<file path="src/rtl/ysyx_22040237_lsu_pkg.sv">
// Shared definitions for the load/store unit: ls_info bit positions,
// FSM state encoding and access-size byte masks.
package ysyx_22040237_lsu_pkg;

  localparam int LS_LOAD  = 0;
  localparam int LS_STORE = 1;
  localparam int LS_USIGN = 2;
  localparam int LS_BYTE  = 3;
  localparam int LS_HALF  = 4;
  localparam int LS_WORD  = 5;
  localparam int LS_DW    = 6;

  typedef enum logic [1:0] {
    ST_IDLE   = 2'd0,
    ST_REQ    = 2'd1,
    ST_WAIT_R = 2'd2
  } lsu_state_e;

  typedef enum logic [1:0] {
    SZ_B = 2'd0,
    SZ_H = 2'd1,
    SZ_W = 2'd2,
    SZ_D = 2'd3
  } lsu_size_e;

  localparam logic [7:0] MASK_B = 8'h01;
  localparam logic [7:0] MASK_H = 8'h03;
  localparam logic [7:0] MASK_W = 8'h0F;
  localparam logic [7:0] MASK_D = 8'hFF;

endpackage

</file>
<file path="src/rtl/ysyx_22040237_lsu_align.sv">
// Combinational LSU datapath: size decode, misalign check, store lane
// shift/mask and load extract with sign/zero extension.
module ysyx_22040237_lsu_align
  import ysyx_22040237_lsu_pkg::*;
#(
  parameter int XLEN = 64
) (
  input  logic [4:0]      size_info_i,  // ls_info[6:2]: {dw, word, half, byte, usign}
  input  logic [2:0]      off_i,
  input  logic [XLEN-1:0] rs2_i,
  input  logic [XLEN-1:0] rdata_i,
  output logic [XLEN-1:0] wdata_o,
  output logic [7:0]      wmask_o,
  output logic [XLEN-1:0] rdext_o,
  output logic            misalign_o
);

  lsu_size_e       size;
  logic [5:0]      sh_amt;
  logic [7:0]      size_mask;
  logic [XLEN-1:0] shifted;
  logic            usign;

  function automatic logic [XLEN-1:0] extend(input logic [XLEN-1:0] v,
                                             input lsu_size_e sz,
                                             input logic uns);
    logic signed [7:0]  b;
    logic signed [15:0] h;
    logic signed [31:0] w;
    b = v[7:0];
    h = v[15:0];
    w = v[31:0];
    case (sz)
      SZ_B:    extend = uns ? {{(XLEN-8){1'b0}}, b}  : {{(XLEN-8){b[7]}}, b};
      SZ_H:    extend = uns ? {{(XLEN-16){1'b0}}, h} : {{(XLEN-16){h[15]}}, h};
      SZ_W:    extend = uns ? {{(XLEN-32){1'b0}}, w} : {{(XLEN-32){w[31]}}, w};
      default: extend = v;
    endcase
  endfunction

  // dw beats word beats half beats byte; no size bit means doubleword
  always_comb begin
    size = SZ_D;
    if (size_info_i[LS_DW-2])        size = SZ_D;
    else if (size_info_i[LS_WORD-2]) size = SZ_W;
    else if (size_info_i[LS_HALF-2]) size = SZ_H;
    else if (size_info_i[LS_BYTE-2]) size = SZ_B;
  end

  always_comb begin
    size_mask  = MASK_D;
    misalign_o = 1'b0;
    case (size)
      SZ_B: begin size_mask = MASK_B; misalign_o = 1'b0;        end
      SZ_H: begin size_mask = MASK_H; misalign_o = off_i[0];    end
      SZ_W: begin size_mask = MASK_W; misalign_o = |off_i[1:0]; end
      default: begin size_mask = MASK_D; misalign_o = |off_i;   end
    endcase
  end

  assign usign   = size_info_i[LS_USIGN-2];
  assign sh_amt  = {off_i, 3'b000};
  assign wdata_o = rs2_i << sh_amt;
  assign wmask_o = size_mask << off_i;
  assign shifted = rdata_i >> sh_amt;
  assign rdext_o = extend(shifted, size, usign);

endmodule

</file>
<file path="src/rtl/ysyx_22040237_lsu.sv">
// Load/store unit: one outstanding data-memory access, registered
// writeback slot, single-cycle pass-through for non-memory ops.
module ysyx_22040237_lsu
  import ysyx_22040237_lsu_pkg::*;
#(
  parameter int XLEN = 64,
  parameter int AW   = 64
) (
  input  logic            clk,
  input  logic            rst,
  input  logic            ex_valid_i,
  output logic            ex_ready_o,
  input  logic            rd_wr_en_i,
  input  logic [4:0]      rd_idx_i,
  input  logic [XLEN-1:0] alu_res_i,
  input  logic [6:0]      ls_info_bus_i,
  input  logic [XLEN-1:0] rs2_store_i,
  output logic            mem_req_o,
  output logic            mem_we_o,
  output logic [AW-1:0]   mem_addr_o,
  output logic [XLEN-1:0] mem_wdata_o,
  output logic [7:0]      mem_wmask_o,
  input  logic            mem_gnt_i,
  input  logic            mem_rvalid_i,
  input  logic [XLEN-1:0] mem_rdata_i,
  output logic            wb_valid_o,
  input  logic            wb_ready_i,
  output logic            wb_rd_wr_en_o,
  output logic [4:0]      wb_rd_idx_o,
  output logic [XLEN-1:0] wb_data_o,
  output logic            misalign_o
);

  lsu_state_e      state_q, state_d;
  logic            req_q, req_d, we_q, we_d;
  logic [AW-1:0]   addr_q, addr_d;
  logic [XLEN-1:0] wdata_q, wdata_d;
  logic [7:0]      wmask_q, wmask_d;
  logic [4:0]      info_q, info_d;
  logic [2:0]      off_q, off_d;
  logic            rd_wen_q, rd_wen_d;
  logic [4:0]      rd_idx_q, rd_idx_d;
  logic            wb_valid_q, wb_valid_d, wb_wen_q, wb_wen_d;
  logic [4:0]      wb_idx_q, wb_idx_d;
  logic [XLEN-1:0] wb_data_q, wb_data_d;
  logic            mis_q, mis_d;

  logic            accept, is_ls, is_store;
  logic [4:0]      al_info;
  logic [2:0]      al_off;
  logic [XLEN-1:0] al_wdata, al_rdext;
  logic [7:0]      al_wmask;
  logic            al_mis;

  assign ex_ready_o = (state_q == ST_IDLE) && (!wb_valid_q || wb_ready_i);
  assign accept     = ex_valid_i && ex_ready_o;
  assign is_store   = ls_info_bus_i[LS_STORE];
  assign is_ls      = ls_info_bus_i[LS_LOAD] || is_store;

  // In IDLE the aligner sees the incoming op; otherwise the latched access
  assign al_info = (state_q == ST_IDLE) ? ls_info_bus_i[6:2] : info_q;
  assign al_off  = (state_q == ST_IDLE) ? alu_res_i[2:0]     : off_q;

  ysyx_22040237_lsu_align #(.XLEN(XLEN)) u_align (
    .size_info_i (al_info),
    .off_i       (al_off),
    .rs2_i       (rs2_store_i),
    .rdata_i     (mem_rdata_i),
    .wdata_o     (al_wdata),
    .wmask_o     (al_wmask),
    .rdext_o     (al_rdext),
    .misalign_o  (al_mis)
  );

  always_comb begin
    state_d    = state_q;
    req_d      = req_q;
    we_d       = we_q;
    addr_d     = addr_q;
    wdata_d    = wdata_q;
    wmask_d    = wmask_q;
    info_d     = info_q;
    off_d      = off_q;
    rd_wen_d   = rd_wen_q;
    rd_idx_d   = rd_idx_q;
    wb_valid_d = wb_valid_q && !wb_ready_i;
    wb_wen_d   = wb_wen_q;
    wb_idx_d   = wb_idx_q;
    wb_data_d  = wb_data_q;
    mis_d      = 1'b0;
    case (state_q)
      ST_IDLE: begin
        if (accept) begin
          if (!is_ls) begin
            wb_valid_d = 1'b1;
            wb_wen_d   = rd_wr_en_i;
            wb_idx_d   = rd_idx_i;
            wb_data_d  = alu_res_i;
          end else if (al_mis) begin
            mis_d      = 1'b1;
            wb_valid_d = 1'b1;
            wb_wen_d   = 1'b0;
            wb_idx_d   = rd_idx_i;
            wb_data_d  = '0;
          end else begin
            state_d  = ST_REQ;
            req_d    = 1'b1;
            we_d     = is_store;
            addr_d   = {alu_res_i[AW-1:3], 3'b000};
            wdata_d  = is_store ? al_wdata : '0;
            wmask_d  = is_store ? al_wmask : 8'h00;
            info_d   = ls_info_bus_i[6:2];
            off_d    = alu_res_i[2:0];
            rd_wen_d = rd_wr_en_i;
            rd_idx_d = rd_idx_i;
          end
        end
      end
      ST_REQ: begin
        if (mem_gnt_i) begin
          req_d = 1'b0;
          if (we_q) begin
            state_d    = ST_IDLE;
            wb_valid_d = 1'b1;
            wb_wen_d   = 1'b0;
            wb_idx_d   = rd_idx_q;
          end else begin
            state_d = ST_WAIT_R;
          end
        end
      end
      ST_WAIT_R: begin
        if (mem_rvalid_i) begin
          state_d    = ST_IDLE;
          wb_valid_d = 1'b1;
          wb_wen_d   = rd_wen_q;
          wb_idx_d   = rd_idx_q;
          wb_data_d  = al_rdext;
        end
      end
      default: state_d = ST_IDLE;
    endcase
  end

  always_ff @(posedge clk) begin
    if (rst) begin
      state_q    <= ST_IDLE;
      req_q      <= 1'b0;
      we_q       <= 1'b0;
      addr_q     <= '0;
      wdata_q    <= '0;
      wmask_q    <= 8'h00;
      info_q     <= '0;
      off_q      <= '0;
      rd_wen_q   <= 1'b0;
      rd_idx_q   <= '0;
      wb_valid_q <= 1'b0;
      wb_wen_q   <= 1'b0;
      wb_idx_q   <= '0;
      wb_data_q  <= '0;
      mis_q      <= 1'b0;
    end else begin
      state_q    <= state_d;
      req_q      <= req_d;
      we_q       <= we_d;
      addr_q     <= addr_d;
      wdata_q    <= wdata_d;
      wmask_q    <= wmask_d;
      info_q     <= info_d;
      off_q      <= off_d;
      rd_wen_q   <= rd_wen_d;
      rd_idx_q   <= rd_idx_d;
      wb_valid_q <= wb_valid_d;
      wb_wen_q   <= wb_wen_d;
      wb_idx_q   <= wb_idx_d;
      wb_data_q  <= wb_data_d;
      mis_q      <= mis_d;
    end
  end

  assign mem_req_o     = req_q;
  assign mem_we_o      = we_q;
  assign mem_addr_o    = addr_q;
  assign mem_wdata_o   = wdata_q;
  assign mem_wmask_o   = wmask_q;
  assign wb_valid_o    = wb_valid_q;
  assign wb_rd_wr_en_o = wb_wen_q;
  assign wb_rd_idx_o   = wb_idx_q;
  assign wb_data_o     = wb_data_q;
  assign misalign_o    = mis_q;

endmodule

</file>
<file path="config.mk">
export PLATFORM = sky130hd
export DESIGN_NAME = ysyx_22040237_lsu
export DESIGN_NICKNAME = d
export VERILOG_FILES = /design/src/rtl/ysyx_22040237_lsu_pkg.sv /design/src/rtl/ysyx_22040237_lsu_align.sv /design/src/rtl/ysyx_22040237_lsu.sv
export SDC_FILE = /design/constraint.sdc
export NUM_CORES = 1
export LEC_CHECK = 0
export CAP_MARGIN = 20
export CORE_UTILIZATION = 43
export DETAILED_ROUTE_END_ITERATION = 7
export MAX_ROUTING_LAYER = met4
export PLACE_DENSITY = 0.85
export SYNTH_ARGS = -nofsm -noshare
export SYNTH_HDL_FRONTEND = slang
export SYNTH_SLANG_ARGS = --single-unit
</file>
<file path="constraint.sdc">
create_clock -name clk -period 2.9 [get_ports clk]
set_input_delay 0.58 -clock clk [delete_from_list [all_inputs] [get_ports clk]]
set_output_delay 0.58 -clock clk [all_outputs]
set_load 0.005 [all_outputs]
</file>
After elaboration in Yosys (flattened, before gate mapping)

Index checks and enable logic that the tools add are counted.
Widths: inputs -> output; s select.

Equality and inequality tests: 11
Bitwise operators: 4
Reduce and logical (&&, ||, !) cells: 20
Multiplexer cells: 53
Shift operators: 3

Operators by type and width:

| kind               | number |
|---|---|
| $mux 64            | 8 |
| $pmux 64 s3        | 1 |
| $pmux 64 s2        | 1 |
| $shl 64x6->64      | 1 |
| $shr 64x6->64      | 1 |
| $mux 5             | 7 |
| $pmux 8 s3         | 1 |
| $mux 2             | 10 |
| $mux 1             | 17 |
| $pmux 5 s3         | 1 |
| $ne 2x2->1 const B | 6 |
| $reduce_and 5->1   | 2 |
| $pmux 1 s3         | 3 |
| $mux 8             | 1 |
| $reduce_and 4->1   | 2 |
| $shl 8x3->8        | 1 |
| $pmux 2 s3         | 1 |
| $reduce_and 6->1   | 1 |
| $eq 2x1->1 const B | 2 |
| $eq 2x2->1 const B | 2 |
| $logic_not 2->1    | 2 |
| $not 1->1          | 4 |
| $reduce_bool 2->1  | 2 |
| $reduce_or 4->1    | 1 |
| 9 further kinds    | 13 |

Register bits: 223
Word-level logic and storage cells: 106
Output and inout port bits: 211
Input bits: 211

Longest topological paths before layout

Gate-level depths: netlist of run 1.

Depth in word-level cells: 12
Mapped depth: 13
Gate-level depth less buffers: 8

Cells and area by module

A second synthesis of run 1 with hierarchy kept.

Cells, all modules: 1680
Area total of the unflattened synthesis: 13022.5 sq um

By module, submodules not included:

| module                  | sequential area each (sq um) | area an instance (sq um) | instances | cells each |
|---|---|---|---|---|
| ysyx_22040237_lsu       | 4464.3                       | 8779.7                   | 1         | 1048 |
| ysyx_22040237_lsu_align | 0.0                          | 4242.8                   | 1         | 632 |

Least setup slack after synthesis of run 1

OpenSTA, ideal clock, no wires.

Kind: flip-flop to flip-flop
From: register state_q[0]
To: register wb_data_q[63], in the netlist wb_data_o[63]
Cell stages (with the launch flop): 11
Path buffers: 2
Setup slack: 0.064 ns
Arrival time: 2.748 ns
Library setup time: 0.088 ns
Required time: 2.812 ns
Clock period less this slack: 2.836 ns
Cells stage by stage: dfxtp_1 -> inv_1 -> ha_1 -> buf_4 -> mux2_4 -> mux2i_1 -> mux4_2 -> a2111o_1 -> buf_2 -> a41o_1 -> a311oi_2

Longest elaborated chain between the ends: 10
Elaborated cells between the ends (all ways): 28
Those cells by class: eq/ne: 6; shift: 1; mux: 13; reduce/logical: 8

RTL lines:

| what                                                                   | line                     | source |
|---|---|---|
| from (decl)                                                            | ysyx_22040237_lsu.sv:34  | `lsu_state_e state_q, state_d;` |
| from (signal assigned)                                                 | ysyx_22040237_lsu.sv:163 | `state_q <= state_d;` |
| parallel branches: the longest is 10 deep, another holds $shr 64x6->64 | --                       |  |
| to (signal assigned)                                                   | ysyx_22040237_lsu.sv:176 | `wb_data_q <= wb_data_d;` |
| to (decl)                                                              | ysyx_22040237_lsu.sv:45  | `logic [XLEN-1:0] wb_data_q, wb_data_d;` |

Several ways; the timed one is not identified. The select of a mux whose other input is x is not followed.
A chain may end at the register's enable or synchronous reset.

Worst setup path after layout of run 1

From: register state_q[1]
To: output ex_ready_o

Longest elaborated chain between the ends: 2

RTL lines:

| what              | line                    | source |
|---|---|---|
| $logic_not 2->1   | ysyx_22040237_lsu.sv:55 | `assign ex_ready_o = (state_q == ST_IDLE) && (!wb_valid_q \|\| wb_ready_i);` |
| $logic_and 1x1->1 | ysyx_22040237_lsu.sv:55 |  |
| to (decl)         | ysyx_22040237_lsu.sv:12 | `output logic ex_ready_o,` |

Every way passes these cells.

==> metrics.txt, run 1 <==
CTS max path bufs=3; CP Cell Sequence=inv_1 > ha_4 > buf_8 > inv_2 > buf_4 > a21oi_2 > clkdlybuf4s50_1; Clock Skews=~14 ps; top_reg_cell synth=dfxtp_1; gr usage total=38.2%; switching power=5.74 mW; Starting Density=between 40% and 50%; Detail Placement HPWL=approximately 45 mm; Rows=63; Hold Violations, Final=0; critical path class=register to primary output; die width=roughly 180 um; Flop pwr share=25.6%; setup TNS=0 ps; WP buf/inv=5; leakage power=roughly 7.3 nW; clk root buf=clkbuf_16; IO buf count=418; layout cells sized above 1=between 10% and 20%; worst-margin pin slew=968 ps; switching part of the total=just under 40%; crit-path leading delay family=buffers and inverters; Critical Path Start Type=register; RePlAce Congestion=approximately 1; CP max stage delay=between 500 and 600 ps; Slowest-stage cell, CP=clkdlybuf4s50_1; Via density=about 6.4; ys async rst share=0%; I/O pin cnt=~420; syn avg cell area=roughly 8 sq um; largest net degree at the start of global routing=roughly 150; cell area after synthesis=13,200 sq um; CTS tree=built; routed wire length=between 60 and 70 mm; drt drc=0; P&R area growth vs syn=49.8%; Tcrit/Tclk final=97.3%; Slew Limit Fails=0; outcome=complete, no violations; placeable core area=between 20,000 and 30,000 sq um; RSZ-0062 raised after global routing=no; worst vdd ir=approximately 0.5 mV; fillers=~2,500; max_cap viols=0; Pwr Density=approximately 740 nW/um^2; Synth cell types=61; Comb pwr share=between 50% and 60%; first-pass GRT wire length=roughly 89 mm; final setup fails=0; internal power=8.87 mW; Seq/Total Area, Yosys=33.9%; CTS clk-pin slew, worst paths=approximately 50 ps; CP Capture Type=primary output; WP data required=about 2300 ps; GR Overflow Total=0; # H-tree levels=1; CP arrival=2240 ps; per-cell routed wire length=around 24 um; Post-CTS Hold Buffers=0; initial DRC count=between 2,000 and 2,500; dpl ws=-355 ps; routed vias=15,906; number of global-route vias before repair=14,775; Final nets=2,297; Seq cells post-synth=roughly 220; Routed Antenna Nets=0; Hold WC Path Type=register to register; final worst setup slack=between 70 and 80 ps; Synth Warn #=0; Slew HR=a little over a third; First-pass DRT Iterations=6; DIE AREA=~31,000 sq um; initial antenna violation count=7; CTS Buf Count=27; CTS sink cnt=around 220; Skew-Pair Late Insertion Delay=540 ps; setup bufs post-CTS=0; Max Clock Freq=~350 MHz; Final Util=between 60 and 70%; EDFF count, synth=0; Chip Height=around 180 um; Syn Inst Count=about 1,700; Max FO, Critical Path=15; Final Critical Period=approximately 2800 ps; clock share of power=23.9%
## routing by layer
metal | vias to the layer above | share of wire [%] | GRT usage (%)
met2 | 1074 | 44 | 55.6
met3 | 152 | 12 | 7.52
met5 | - | 0 | -
met1 | 7621 | 41 | 52.0
li1 | 7059 | - | -
met4 | 0 | 4.2 | 14.4
## power groups by stage
stage	Clock (mW)	Sequential, mW	Combinational, mW
floorplan	0	3.78	3.62
global placement	0	3.78	7.02
detailed placement	0	3.79	7.09
CTS	3.51	3.74	7.16
global route	3.63	3.78	7.77
finish	3.49	3.75	7.38
## path summary, 6_finish.rpt
check,startpoint,to,slack (ps),cells past startpoint
worst max-delay path,state_q[1],ex_ready_o,80,7
worst min-delay path,mem_wdata_o[16],mem_wdata_o[16],460,2
worst max register to register,state_q[1],wb_data_o[9],150,10
worst min register to register,mem_wdata_o[16],mem_wdata_o[16],460,2
## worst reg2reg max path, stage by stage, from the launching register on
cell and delay, ps:
dfxtp_1 310, inv_1 120, ha_4 250, buf_4 230
mux2i_4 270, buf_12 190, nor2_1 60, a22o_1 240
or3_1 390, o211a_2 320, a311oi_1 260
## layout by cell type (no fill, tap or decap), types with 14 or more instances in the layout
master and instances:
mux2i_1 46, clkdlybuf4s50_1 417, buf_12 26, clkbuf_16 27
nor2_1 42, mux2_2 25, a32o_1 41, dfxtp_1 223
a211oi_1 14, o2bb2ai_1 15, a21oi_1 185, nand3_1 130
nand4_1 83, mux4_2 41, a22oi_1 18, buf_4 136
o21ai_0 181, nand2_1 253
## cells in the mapped netlist (all sizes together), types with 4 or more instances
cell | count | share of area, %
dfxtp | 223 | 34
a32o | 41 | 3.1
o211ai | 8 | 0.46
a211oi | 15 | 0.86
o41ai | 6 | 0.74
nand4b | 8 | 0.53
mux2 | 26 | 2.3
nand3 | 131 | 5.0
nand4 | 83 | 3.9
a22oi | 19 | 1.1
nor3b | 5 | 0.29
and3 | 9 | 0.43
o21ai | 182 | 6.9
mux4 | 41 | 7.0
buf | 53 | 1.9
o221ai | 4 | 0.27
inv | 9 | 0.26
nand2 | 253 | 7.2
or3 | 9 | 0.43
or4 | 9 | 0.51
o211a | 8 | 0.61
a311oi | 14 | 0.98
nor3 | 5 | 0.19
ha | 5 | 0.48
mux2i | 49 | 3.8
o32ai | 8 | 0.53
a21oi | 188 | 7.2
nor2b | 7 | 0.33
nor2 | 45 | 1.3
clkbuf | 135 | 3.9
o2bb2ai | 15 | 1.0
## what timing repair did
action	in CTS	in global routing
cloned	0	0
resized for setup	3	8
pin swaps	0	3
endpoints found under the setup margin	92	65
## flip-flops by register name, summed over array words and instances (netlist names), 2 cells and up
name,count
mem_wmask_o,8
mem_addr_o,61
mem_wdata_o,64
wb_data_o,64
wb_rd_idx_o,5
state_q,2
info_q,5
rd_idx_q,5
off_q,3
## cell families after synthesis
| family | synth area share, % |
|---|---|
| AOI/OAI and AO/OA | 25.6 |
| adders and majority gates | 0.475 |
| buffers and inverters | 6.03 |
| DFF | 33.9 |
| muxes | 13.1 |
| other | 0.0285 |
| and+or+nand+nor | 20.8 |
## per-stage QoR
| step | power (mW) | cell area [sq um] | instances | hold slack [ps] |
|---|---|---|---|---|
| finish | 14.6 | 19700 | 2495 | 459 |
| global placement | 10.8 | 18700 | 2442 | 446 |
| global route | 15.2 | 19700 | 2494 | 483 |
| CTS | 14.4 | 19700 | 2487 | 461 |
| floorplan | 7.40 | 13200 | 1659 | 451 |
| detailed placement | 10.9 | 18700 | 2442 | 453 |
## area by class of cell
| cell class | count | area [sq um] | share of cell area (%) |
|---|---|---|---|
| multi-input cells | 1239 | 8050 | 40.9 |
| repair buffers | 581 | 5740 | 29.1 |
| clock inverters | 8 | 121 | 0.616 |
| flip-flops and latches | 223 | 4460 | 22.7 |
| well taps | 390 | 488 | 2.48 |
| inverters | 9 | 33.8 | 0.171 |
| clock buffers | 37 | 783 | 3.97 |
| diodes | 8 | 20.0 | 0.102 |
Note: power is estimated with default switching activity, not from simulation.
==> run 2, diff against run 1 <==
Settings changed: CAP_MARGIN 20 to unset.
==> results of run 2 <==
Same layout as run 1: the final DEF is identical, and so are final timing and power.
==> run 3, diff against run 2 <==
Settings changed: CORE_UTILIZATION 43 to 44, CTS_BUF_LIST set to sky130_fd_sc_hd__clkbuf_8, PLACE_DENSITY 0.85 to 0.87.
==> run 3 against run 2 <==
The flow now finishes with violations (design-rule violations). First-iteration DRC count is 2.4% lower. Die area fell by 2.2%. Cell count increased by 1.2%. Clock skew up 5.0 ps. Sequential cell count is the same. Highest routed layer unchanged.
==> metrics.txt, run 3 (synthesis gave the netlist of run 1 again) <==
outcome=complete, but fails checks; failing checks=design-rule violations; dpl ws=-396 ps; die width=175 um; placeable core area=about 29,000 sq um; worst vdd ir=0.389 mV; Tcrit/Tclk final=between 90 and 100%; leakage power=around 7.4 nW; Critical Path Start Type=register; Rows=62; Routed Antenna Nets=0; setup TNS=0 ps; CP max stage delay=880 ps; First-pass DRT Iterations=8; final worst setup slack=about 75 ps; IO buf count=between 400 and 500; WP data required=between 3000 and 4000 ps; Slew HR=between 20% and 30%; gr usage total=around two fifths; RSZ-0062 raised after global routing=yes; fillers=approximately 2,400; # H-tree levels=2; P&R area growth vs syn=50.1%; final non-filler cell area=approximately 20,000 sq um; per-cell routed wire length=24.1 um; Hold WC Path Type=register to register; routed wire length=roughly 61 mm; clk root buf=clkbuf_8; Via density=around 6.3; Post-CTS Hold Buffers=0; Hold Violations, Final=0; Max FO, Critical Path=39; CP Capture Type=register; CP arrival=between 3000 and 4000 ps; Detail Placement HPWL=~45 mm; Starting Density=45.2%; CP Cell Sequence=inv_1 > ha_4 > buf_4 > mux2i_4 > nand2_1 > a21o_1 > a21oi_4 > a32o_2; Max Clock Freq=~350 MHz; layout cells sized above 1=roughly 16%; hold path depth=2; GR Overflow Total=0; Pwr Density=~730 nW/um^2; DIE AREA=approximately 31,000 sq um; Chip Height=approximately 170 um; CTS Buf Count=between 40 and 50; initial antenna violation count=10; CTS max path bufs=3; Skew-Pair Late Insertion Delay=560 ps; I/O pin cnt=approximately 420; Final nets=between 2,000 and 2,500; drt drc=1; initial DRC count=roughly 2,000; Final Critical Period=2830 ps; max_cap viols=0; DP Area=between 15,000 and 20,000 sq um; Layout Cells excl Fill=approximately 2,500; placed cells=2,438; routed vias=~16,000; most frequent cells in the layout=clkdlybuf4s50_1, nand2_1, dfxtp_1; Slowest-stage cell, CP=a21oi_4; CTS sink cnt=223; first-pass GRT wire length=91.0 mm; Slew Limit Fails=0; commonest non-fill, non-tap cell in the layout=clkdlybuf4s50_1; critical path class=register to register; RePlAce Congestion=slightly below 1; final setup fails=0; Clock Skews=between 15 and 20 ps; worst-margin pin slew=1130 ps; CTS tree=built; number of global-route vias before repair=roughly 15,000; reg2reg path depth=8; largest net degree at the start of global routing=approximately 90; CTS clk-pin slew, worst paths=approximately 60 ps
run 3: power by group:
part	switching [mW]	internal, mW	leakage [nW]
Combinational	4.13	3.29	5.07
Sequential	0.251	3.49	1.81
Clock	1.40	1.96	0.511
run 3: routing by layer:
| layer | wire length, um | up-vias | GRT usage [%] | share of wire, % |
|---|---|---|---|---|
| li1 | - | 7098 | - | - |
| met1 | 25000 | 7688 | 52.7 | 41 |
| met4 | 2290 | 0 | 15.3 | 3.8 |
| met3 | 6330 | 150 | 8.14 | 10 |
| met5 | 0 | - | - | 0 |
| met2 | 27300 | 1056 | 58.3 | 45 |
run 3: path summary, 6_finish.rpt:
check	startpoint	slack [ps]	end
min	mem_wdata_o[6]	460	mem_wdata_o[6]
max	state_q[0]	70	wb_data_o[43]
min reg2reg	mem_wdata_o[6]	460	mem_wdata_o[6]
max reg2reg	state_q[0]	70	wb_data_o[43]
run 3: layout make-up:
type,instances,area (sq um),share of cell area [%]
Timing Repair Buffer,587,5790,29.3
Tap cell,384,480,2.43
Clock inverter,22,211,1.07
Clock buffer,51,702,3.55
Multi-Input combinational cell,1239,8040,40.7
Sequential cell,223,4460,22.6
Antenna cell,10,25.0,0.127
Inverter,9,33.8,0.171
run 3: repair_timing:
action                     4_1_cts  5_1_grt
setup endpoints to repair      108       90
gates resized for setup          2        4
buffers inserted                 0        4
pin swaps                        0        4
hold endpoints to repair         0        0
cloned                           0        0
run 3: worst max-delay path, delay by kind of cell, from the launching register on:
kind,cells,cell delay (ps)
flip-flops,1,310
AND/OR/NAND/NOR,1,190
adder cells (fa/ha/maj),1,170
AO/OA/AOI/OAI,3,1410
multiplexers,1,390
buffers and inverters,2,260
run 3: per-stage QoR:
stage,utilization [%],hold slack [ps],total power [mW]
finish,67.9,459,14.5
global route,67.9,483,15.1
CTS,67.6,463,14.3
detailed placement,64.4,455,10.9
global placement,64.4,444,10.8
floorplan,-,451,7.40
